==> src/rtl/spring_force_accum.sv <==
// Sequential spring-force accumulator: walks the spring list, hands each enabled spring to an
// external force engine, accumulates saturated per-node totals and streams them over ready/valid.
module spring_force_accum #(
  parameter int NUM_SPRINGS   = 16,
  parameter int NUM_NODES     = 8,
  parameter int POSITION_SIZE = 16,
  parameter int VELOCITY_SIZE = 16,
  parameter int FORCE_SIZE    = 24,
  localparam int NIDX = $clog2(NUM_NODES) + 1
) (
  input  logic                                          clk_in,
  input  logic                                          rst_in_n,
  input  logic                                          start_in,
  input  logic [NUM_SPRINGS-1:0]                        spring_en_in,
  input  logic [1:0][NUM_SPRINGS-1:0][NIDX-1:0]         springs_in,
  input  logic [NUM_SPRINGS-1:0][POSITION_SIZE-1:0]     equilibriums_in,
  input  logic [1:0][NUM_NODES-1:0][POSITION_SIZE-1:0]  nodes_in,
  input  logic [1:0][NUM_NODES-1:0][VELOCITY_SIZE-1:0]  velocities_in,
  output logic                                          eng_req_out,
  output logic [1:0][POSITION_SIZE-1:0]                 eng_v1_out,
  output logic [1:0][POSITION_SIZE-1:0]                 eng_v2_out,
  output logic [1:0][VELOCITY_SIZE-1:0]                 eng_vel1_out,
  output logic [1:0][VELOCITY_SIZE-1:0]                 eng_vel2_out,
  output logic [POSITION_SIZE-1:0]                      eng_eq_out,
  input  logic                                          eng_done_in,
  input  logic signed [FORCE_SIZE-1:0]                  eng_fx_in,
  input  logic signed [FORCE_SIZE-1:0]                  eng_fy_in,
  output logic                                          force_valid_out,
  input  logic                                          force_ready_in,
  output logic signed [FORCE_SIZE-1:0]                  force_x_out,
  output logic signed [FORCE_SIZE-1:0]                  force_y_out,
  output logic [NIDX-1:0]                               force_node_out,
  output logic                                          force_last_out,
  output logic                                          busy_out,
  output logic                                          done_out,
  output logic                                          sat_out,
  output logic                                          bad_idx_out
);

  localparam int SPW = $clog2(NUM_SPRINGS + 1);
  localparam int SIW = (NUM_SPRINGS > 1) ? $clog2(NUM_SPRINGS) : 1;
  localparam int NPW = NIDX - 1;

  typedef enum logic [1:0] {S_IDLE, S_SCAN, S_WAIT, S_STREAM} state_t;

  state_t                       state;
  logic [SPW-1:0]               spr_ptr;
  logic [NPW-1:0]               node_ptr;
  logic [NPW-1:0]               cur_n1, cur_n2;
  logic signed [FORCE_SIZE-1:0] acc_x [NUM_NODES];
  logic signed [FORCE_SIZE-1:0] acc_y [NUM_NODES];
  logic signed [FORCE_SIZE-1:0] nxt_x [NUM_NODES];
  logic signed [FORCE_SIZE-1:0] nxt_y [NUM_NODES];
  logic                         upd_sat;
  logic signed [FORCE_SIZE:0]   fx_w, fy_w, sx, sy;
  logic [SIW-1:0]               sidx;
  logic [NIDX-1:0]              sn1, sn2;
  logic                         idx_bad;
  logic [NPW-1:0]               nn;

  function automatic logic signed [FORCE_SIZE-1:0] sat_f(input logic signed [FORCE_SIZE:0] v);
    if (v[FORCE_SIZE] != v[FORCE_SIZE-1])
      sat_f = v[FORCE_SIZE] ? {1'b1, {(FORCE_SIZE-1){1'b0}}} : {1'b0, {(FORCE_SIZE-1){1'b1}}};
    else
      sat_f = v[FORCE_SIZE-1:0];
  endfunction

  function automatic logic ovf_f(input logic signed [FORCE_SIZE:0] v);
    return v[FORCE_SIZE] != v[FORCE_SIZE-1];
  endfunction

  assign sidx    = spr_ptr[SIW-1:0];
  assign sn1     = springs_in[0][sidx];
  assign sn2     = springs_in[1][sidx];
  assign idx_bad = (sn1 >= NIDX'(NUM_NODES)) || (sn2 >= NIDX'(NUM_NODES));
  assign nn      = node_ptr + NPW'(1);

  // Per-node update for the spring in flight; a self-loop spring nets to zero, not last-write-wins.
  always_comb begin
    fx_w    = {eng_fx_in[FORCE_SIZE-1], eng_fx_in};
    fy_w    = {eng_fy_in[FORCE_SIZE-1], eng_fy_in};
    upd_sat = 1'b0;
    sx      = '0;
    sy      = '0;
    for (int i = 0; i < NUM_NODES; i++) begin
      sx = {acc_x[i][FORCE_SIZE-1], acc_x[i]};
      sy = {acc_y[i][FORCE_SIZE-1], acc_y[i]};
      if (cur_n2 == NPW'(i) && cur_n1 != NPW'(i)) begin
        sx = sx + fx_w;
        sy = sy + fy_w;
      end else if (cur_n1 == NPW'(i) && cur_n2 != NPW'(i)) begin
        sx = sx - fx_w;
        sy = sy - fy_w;
      end
      nxt_x[i] = sat_f(sx);
      nxt_y[i] = sat_f(sy);
      upd_sat  = upd_sat | ovf_f(sx) | ovf_f(sy);
    end
  end

  always_ff @(posedge clk_in) begin
    if (!rst_in_n) begin
      state           <= S_IDLE;
      spr_ptr         <= '0;
      node_ptr        <= '0;
      cur_n1          <= '0;
      cur_n2          <= '0;
      for (int i = 0; i < NUM_NODES; i++) begin
        acc_x[i] <= '0;
        acc_y[i] <= '0;
      end
      eng_req_out     <= 1'b0;
      eng_v1_out      <= '0;
      eng_v2_out      <= '0;
      eng_vel1_out    <= '0;
      eng_vel2_out    <= '0;
      eng_eq_out      <= '0;
      force_valid_out <= 1'b0;
      force_x_out     <= '0;
      force_y_out     <= '0;
      force_node_out  <= '0;
      force_last_out  <= 1'b0;
      busy_out        <= 1'b0;
      done_out        <= 1'b0;
      sat_out         <= 1'b0;
      bad_idx_out     <= 1'b0;
    end else begin
      eng_req_out <= 1'b0;
      done_out    <= 1'b0;
      case (state)
        S_IDLE: begin
          if (start_in) begin
            for (int i = 0; i < NUM_NODES; i++) begin
              acc_x[i] <= '0;
              acc_y[i] <= '0;
            end
            spr_ptr     <= '0;
            sat_out     <= 1'b0;
            bad_idx_out <= 1'b0;
            busy_out    <= 1'b1;
            state       <= S_SCAN;
          end
        end
        S_SCAN: begin
          if (spr_ptr == SPW'(NUM_SPRINGS)) begin
            node_ptr        <= '0;
            force_valid_out <= 1'b1;
            force_node_out  <= '0;
            force_x_out     <= acc_x[0];
            force_y_out     <= acc_y[0];
            force_last_out  <= 1'b0;
            state           <= S_STREAM;
          end else if (!spring_en_in[sidx]) begin
            spr_ptr <= spr_ptr + SPW'(1);
          end else if (idx_bad) begin
            bad_idx_out <= 1'b1;
            spr_ptr     <= spr_ptr + SPW'(1);
          end else begin
            eng_v1_out[0]   <= nodes_in[0][sn1[NPW-1:0]];
            eng_v1_out[1]   <= nodes_in[1][sn1[NPW-1:0]];
            eng_v2_out[0]   <= nodes_in[0][sn2[NPW-1:0]];
            eng_v2_out[1]   <= nodes_in[1][sn2[NPW-1:0]];
            eng_vel1_out[0] <= velocities_in[0][sn1[NPW-1:0]];
            eng_vel1_out[1] <= velocities_in[1][sn1[NPW-1:0]];
            eng_vel2_out[0] <= velocities_in[0][sn2[NPW-1:0]];
            eng_vel2_out[1] <= velocities_in[1][sn2[NPW-1:0]];
            eng_eq_out      <= equilibriums_in[sidx];
            cur_n1          <= sn1[NPW-1:0];
            cur_n2          <= sn2[NPW-1:0];
            eng_req_out     <= 1'b1;
            state           <= S_WAIT;
          end
        end
        S_WAIT: begin
          if (eng_done_in) begin
            for (int i = 0; i < NUM_NODES; i++) begin
              acc_x[i] <= nxt_x[i];
              acc_y[i] <= nxt_y[i];
            end
            sat_out <= sat_out | upd_sat;
            spr_ptr <= spr_ptr + SPW'(1);
            state   <= S_SCAN;
          end
        end
        S_STREAM: begin
          if (force_ready_in) begin
            if (node_ptr == NPW'(NUM_NODES - 1)) begin
              force_valid_out <= 1'b0;
              force_last_out  <= 1'b0;
              busy_out        <= 1'b0;
              done_out        <= 1'b1;
              state           <= S_IDLE;
            end else begin
              node_ptr       <= nn;
              force_node_out <= {1'b0, nn};
              force_x_out    <= acc_x[nn];
              force_y_out    <= acc_y[nn];
              force_last_out <= (nn == NPW'(NUM_NODES - 1));
            end
          end
        end
        default: state <= S_IDLE;
      endcase
    end
  end

endmodule

==> config.mk <==
export PLATFORM = sky130hd
export DESIGN_NAME = spring_force_accum
export DESIGN_NICKNAME = d
export VERILOG_FILES = /design/src/rtl/spring_force_accum.sv
export SDC_FILE = /design/constraint.sdc
export NUM_CORES = 2
export LEC_CHECK = 0
export CAP_MARGIN = 20
export CORE_AREA = 2 2 457 459
export CTS_CLUSTER_SIZE = 28
export DETAILED_ROUTE_END_ITERATION = 16
export DIE_AREA = 0 0 459 461
export DONT_BUFFER_PORTS = 1
export GPL_TIMING_DRIVEN = 0
export PLACE_DENSITY = 0.52
export SYNTH_ARGS = -nofsm -noshare
export SYNTH_HDL_FRONTEND = slang
export SYNTH_SLANG_ARGS = --single-unit
==> constraint.sdc <==
create_clock -name clk_in -period 12 [get_ports clk_in]
set_input_delay 2.4 -clock clk_in [delete_from_list [all_inputs] [get_ports clk_in]]
set_output_delay 2.4 -clock clk_in [all_outputs]
set_load 0.02 [all_outputs]
# Yosys cells after proc, flatten, opt, wreduce, memory -nomap -nowiden
# Memories as Yosys holds them, arrays and structs flattened.
# Cells that the tools add are included.
# Widths: inputs -> output; s select.
word_totals:
  out_inout_bits: 203
  rom_bits: 0
  in_bits: 965
  memories: 2
  latchBits: 0
  ramBits: 384
  ff_bits: 219
  elab_cells: 396
mem_list:
  columns: ["memory", "words", "word_bits", "rd", "rd_ports_with_merged_regs", "write_ports", "line", "rtl"]
  rows:
  - ["acc_x", 8, 24, 9, 0, 8, "50", "logic signed [FORCE_SIZE-1:0] acc_x [NUM_NODES];"]
  - ["acc_y", 8, 24, 9, 0, 8, "51", "logic signed [FORCE_SIZE-1:0] acc_y [NUM_NODES];"]
classes:
  bitwise: 53
  eq_ne: 62
  shifts: 0
  n_div: 0
  n_reduce_logical: 38
  mux: 178
  multipliers: 0
  addsub: 34
  magnitude_cmp: 5
op_table:
  columns: ["cell", "count"]
  rows:
  - ["$mux 24", 70]
  - ["$mux 25", 32]
  - ["$add 24x24->25", 16]
  - ["$sub 24x24->25", 16]
  - ["$bmux 16 s3", 8]
  - ["$mux 16", 9]
  - ["$pmux 24 s2", 2]
  - ["$bmux 16 s4", 1]
  - ["$or 1x1->1", 48]
  - ["$ne 3x3->1 const B", 11]
  - ["$bmux 4 s4", 2]
  - ["$eq 3x3->1 const B", 10]
  - ["$mux 5", 5]
  - ["$mux 1", 24]
  - ["$mux 4", 5]
  - ["$ne 2x2->1 const B", 9]
  - ["$logic_and 1x1->1", 16]
  - ["$ne 1x1->1", 16]
  - ["$reduce_and 4->1", 4]
  - ["$pmux 5 s3", 1]
  - ["$mux 2", 7]
  - ["$eq 3x2->1 const B", 4]
  - ["$ne 3x2->1 const B", 4]
  - ["$pmux 1 s2", 5]
  - ["25 further kinds", 45]

# Logic depth before layout (Yosys ltp)
depth:
  word_depth: 23
  depth_mapped: 17

# Worst setup path before layout
# No wires, ideal clock.
synth_path:
  path_kind: "input-to-reg"
  from: "in eng_fx_in[1]"
  to: "mem acc_x[5][0] (enable)"
  t_arrival_ps: 6832
  cell_stages: 12
  setup_time_ps: 417
  path_slack_ps: 4751
  path_buffers: 0
  cell_sequence: "inv_1 ha_1 nor2b_1 o2111a_1 nor4_1 a21o_1 o21ai_1 a21oi_1 mux2_2 a211oi_1 xor2_1 a31oi_1"
synth_rtl:
  columns: ["item", "line", "rtl"]
  rows:
  - ["start: declaration", "26", "input logic signed [FORCE_SIZE-1:0] eng_fx_in,"]
  - ["end: declaration", "50", null]

# Worst setup path after layout
layout_path:
  from: "in eng_fy_in[2]"
  to: "reg sat_out"
layout_between:
  elab_chain_cells: 22
  elab_cells_between_ends: 58
  cone_classes: "add/sub (16); eq/ne (8); mux (18); bitwise (16)"
layout_rtl:
  columns: ["item", "line", "rtl"]
  rows:
  - ["start: declaration", "27", "input logic signed [FORCE_SIZE-1:0] eng_fy_in,"]
  - ["$sub 24x24->25", "93", "sy = sy - fy_w;"]
  - ["$mux 25", "91", "end else if (cur_n1 == NPW'(i) && cur_n2 != NPW'(i)) begin"]
  - ["$mux 25", "88", "if (cur_n2 == NPW'(i) && cur_n1 != NPW'(i)) begin"]
  - ["$ne 1x1->1", "69", "return v[FORCE_SIZE] != v[FORCE_SIZE-1];"]
  - ["$or 1x1->1 (14 in series)", "97", "upd_sat = upd_sat | ovf_f(sx) | ovf_f(sy);"]
  - ["$or 1x1->1 *", "97", null]
  - ["$or 1x1->1 *", "180", "sat_out <= sat_out | upd_sat;"]
  - ["$mux 1 *", "175", "if (eng_done_in) begin"]
  - ["$pmux 1 s2 *", "130", "case (state)"]
  - ["end signal: assignment", "180", null]
  - ["end: declaration", "36", "output logic sat_out,"]
# Every way passes the cells marked *; elsewhere a longest branch is shown, timed or not. The select of a mux whose other input is x is not followed.
# A chain may end at the register's enable or synchronous reset.

==> qor.yml <==
global_route:
  grt_usage: 0.490
  grt-ovfl-total: 0
  grt_pass1_wl_um: 697000
  antenna_found_initial: 289
  grt_pass1_vias: 74400
  grt_max_degree: 24
sta:
  hold_violations: 0
  skew_ns: 0.0783
  timing.final.crit_share: 0.744
  finalMaxSlewViolations: 2
  fin_crit_ns: 8.93
  fmax_mhz: 112
  rsz0062_at_grt: "no"
  whs_ns: 0.540
  tightest_slew_ns: 1.76
  tns_ns: 0
  maxSlewHeadroom: -0.206
  setup_viol: 0
synth:
  syn_area_um2: 74900
  synth_edf_count: 336
  post-synth-top-area-cell: "mux4_2"
  ys_seq_area_frac: 0.205
  ys_warn_count: 0
  synthSimpleGateAreaFrac: 0.128
  synth_fa_ha_area_frac: 0.140
  synthCells: 8640
  synthMuxAreaShare: 0.169
  synth_fp_nets: 10400
  synth_top_area_frac: 0.141
  synth_top_flop_cell: "edfxtp_1"
  synth_compound_area_frac: 0.280
  ys_async_sr_fraction: 0
  synthXorXnorAreaFrac: 0.0235
  synthDistinctLibCells: 102
  synth_area_leaders: "mux4_2, edfxtp_1, ha_1"
  synth_top_family_by_area: "compound AO/OA/AOI/OAI gates"
  synth-seq-cells: 599
  avgSynthCellArea_um2: 8.67
route:
  via_per_inst: 7.00
  wire_per_inst_um: 44.7
  drt-total-wl_um: 535000
  drc: 0
  ant_nets: 0
  dr.pass1.iters: 7
  drtIter0Drc: 12900
  vias: 83700
clock_tree:
  cts_buffer_depth: 3
  clock-root-buffer: "clkbuf_16"
  clk_pin_slew_ns: 0.06
  cts_sinks: 599
  postCtsHoldBufs: 0
  cts_buffers: 87
  postCtsSetupBuffers: 0
  cts_resized: 0
  h-tree-depth: 3
  cts_tree: "yes"
  clock_latency_ns: 0.80
layout:
  drive_above_1_share: 0.102
  nNetsFinal: 10600
  utilization: 0.409
  fillCellCount: 20900
  most-common-layout-cells: "a21oi_1, nor2_1, ha_1, clkbuf_1, o21ai_0"
  mostFrequentLayoutCell: "a21oi_1"
  syn2layout_area_growth_pct: 12.7
  stdcell_count: 12000
critical_path:
  startpoint_type: "primary input"
  required_ns: 12.64
  crit_start: "eng_fy_in[2]"
  worstPathArrival_ns: 9.57
  r2r_start: "spr_ptr[0]"
  worstSetupPathType: "primary input to register"
  crit_fanout: 11
  end_kind: "register"
floorplanning:
  rows: 167
  io_pins: 1168
  start_util: 0.363
  die_h_um: 461
  coreArea_um2: 206000
  die_w_um: 459
  die_area_um2: 212000
power:
  max-vdd-ir-drop_mv: 0.131
  p_per_area_nw_per_um2: 113
  p_leak_nw: 31.8
worst_hold_path:
  min-delay-start: "spr_ptr[4]"
  min_path_type: "register to register"
status:
  violations: "capacitance limit, slew limit"
  status: "complete, but fails checks"
placed_design:
  routabilityCongestion: 1.22
  dp_hpwl_um: 427000
  io_buffers: 0
  place_inst: 11400
job:
  cap_violations: 1
==> layer usage <==
metal / wire (um) / global-route usage
met3: 86500 / 0.313
met5: 964 / 0.0441
met2: 211000 / 0.660
met4: 51400 / 0.393
met1: 185000 / 0.534
==> kinds of logic (layout without fill, tap and decap cells) <==
group                      count (synthesis)  in the layout
muxes                                    682            682
buffers and inverters                   1077           1354
other                                      1            346
adders and majority gates                817            817
and+or+nand+nor                         2075           2075
AOI/OAI and AO/OA                       3189           3189
xor gates and xnor gates                 200            200
DFF                                      599            599
==> metrics by stage <==
stage	setup slack (ns)	cell area (um^2)	power, W
after floorplan	4.75	74900	0.00494
after global placement	1.40	78300	0.00621
after detailed placement	3.14	79900	0.00630
after CTS	3.96	83000	0.00924
after global routing	3.34	84200	0.00978
final	3.07	84400	0.00954
==> final timing paths <==
check	end	slack, ns	cells after the start
hold reg to reg	spr_ptr[4]	0.54	2
setup / recovery	sat_out	3.07	14
hold / removal	spr_ptr[4]	0.54	2
setup reg to reg	force_x_out[19]	4.68	15
==> synth_stat cells, drive strengths merged, types with 104 or more instances <==
| cell type | n |
|---|---|
| edfxtp | 336 |
| o21ai | 547 |
| o22ai | 107 |
| nor3 | 168 |
| o21bai | 213 |
| buf | 113 |
| a21oi | 966 |
| ha | 783 |
| nor2 | 888 |
| mux2i | 211 |
| nand3 | 108 |
| nand2b | 104 |
| mux4 | 468 |
| a221o | 132 |
| xnor2 | 164 |
| dfxtp | 263 |
| a21o | 163 |
| inv | 447 |
| clkbuf | 513 |
| nand2 | 393 |
| a22oi | 104 |
| a211oi | 244 |
==> power by group <==
group / internal (W) / total, W / switching, W
clock network: 0.00169 / 0.00297 / 0.00128
logic: 0.00145 / 0.00399 / 0.00255
registers: 0.00232 / 0.00258 / 0.000266
total: 0.00546 / 0.00954 / 0.00409
==> state kept, by name, indices dropped and copies added, names as in the netlist, 3 cells and up <==
| name | cells |
|---|---|
| eng_vel1_out | 32 |
| acc_x | 192 |
| force_node_out | 3 |
| eng_eq_out | 16 |
| eng_v1_out | 32 |
| spr_ptr | 5 |
| acc_y | 192 |
| cur_n1 | 3 |
| force_y_out | 24 |
| eng_vel2_out | 32 |
| cur_n2 | 3 |
| force_x_out | 24 |
| eng_v2_out | 32 |
==> area by class of cell <==
| type | count | area, um^2 | share of cell area |
|---|---|---|---|
| Multi-Input combinational cell | 6964 | 55800 | 0.660 |
| Sequential cell | 599 | 15400 | 0.182 |
| Tap cell | 2704 | 3380 | 0.0401 |
| Clock buffer | 117 | 2500 | 0.0296 |
| Buffer | 626 | 2410 | 0.0286 |
| Timing Repair Buffer | 114 | 1870 | 0.0221 |
| Inverter | 451 | 1690 | 0.0200 |
| Antenna cell | 345 | 863 | 0.0102 |
| Clock inverter | 46 | 623 | 0.00738 |
==> worst max-delay path, cell delays in order <==
cell and delay [ns]:
inv_1 0.83, ha_1 0.46, nor3b_1 0.31, o31ai_1 0.17, a311oi_1 0.65, o31ai_1 0.36
o31ai_1 0.60, a2111oi_0 0.20, a2111oi_0 0.95, nor2_1 0.39, nor3_1 0.93, nand4_1 0.36
nor4_1 0.73, a31oi_1 0.17
No activity file was read; power rests on OpenSTA's default activity.
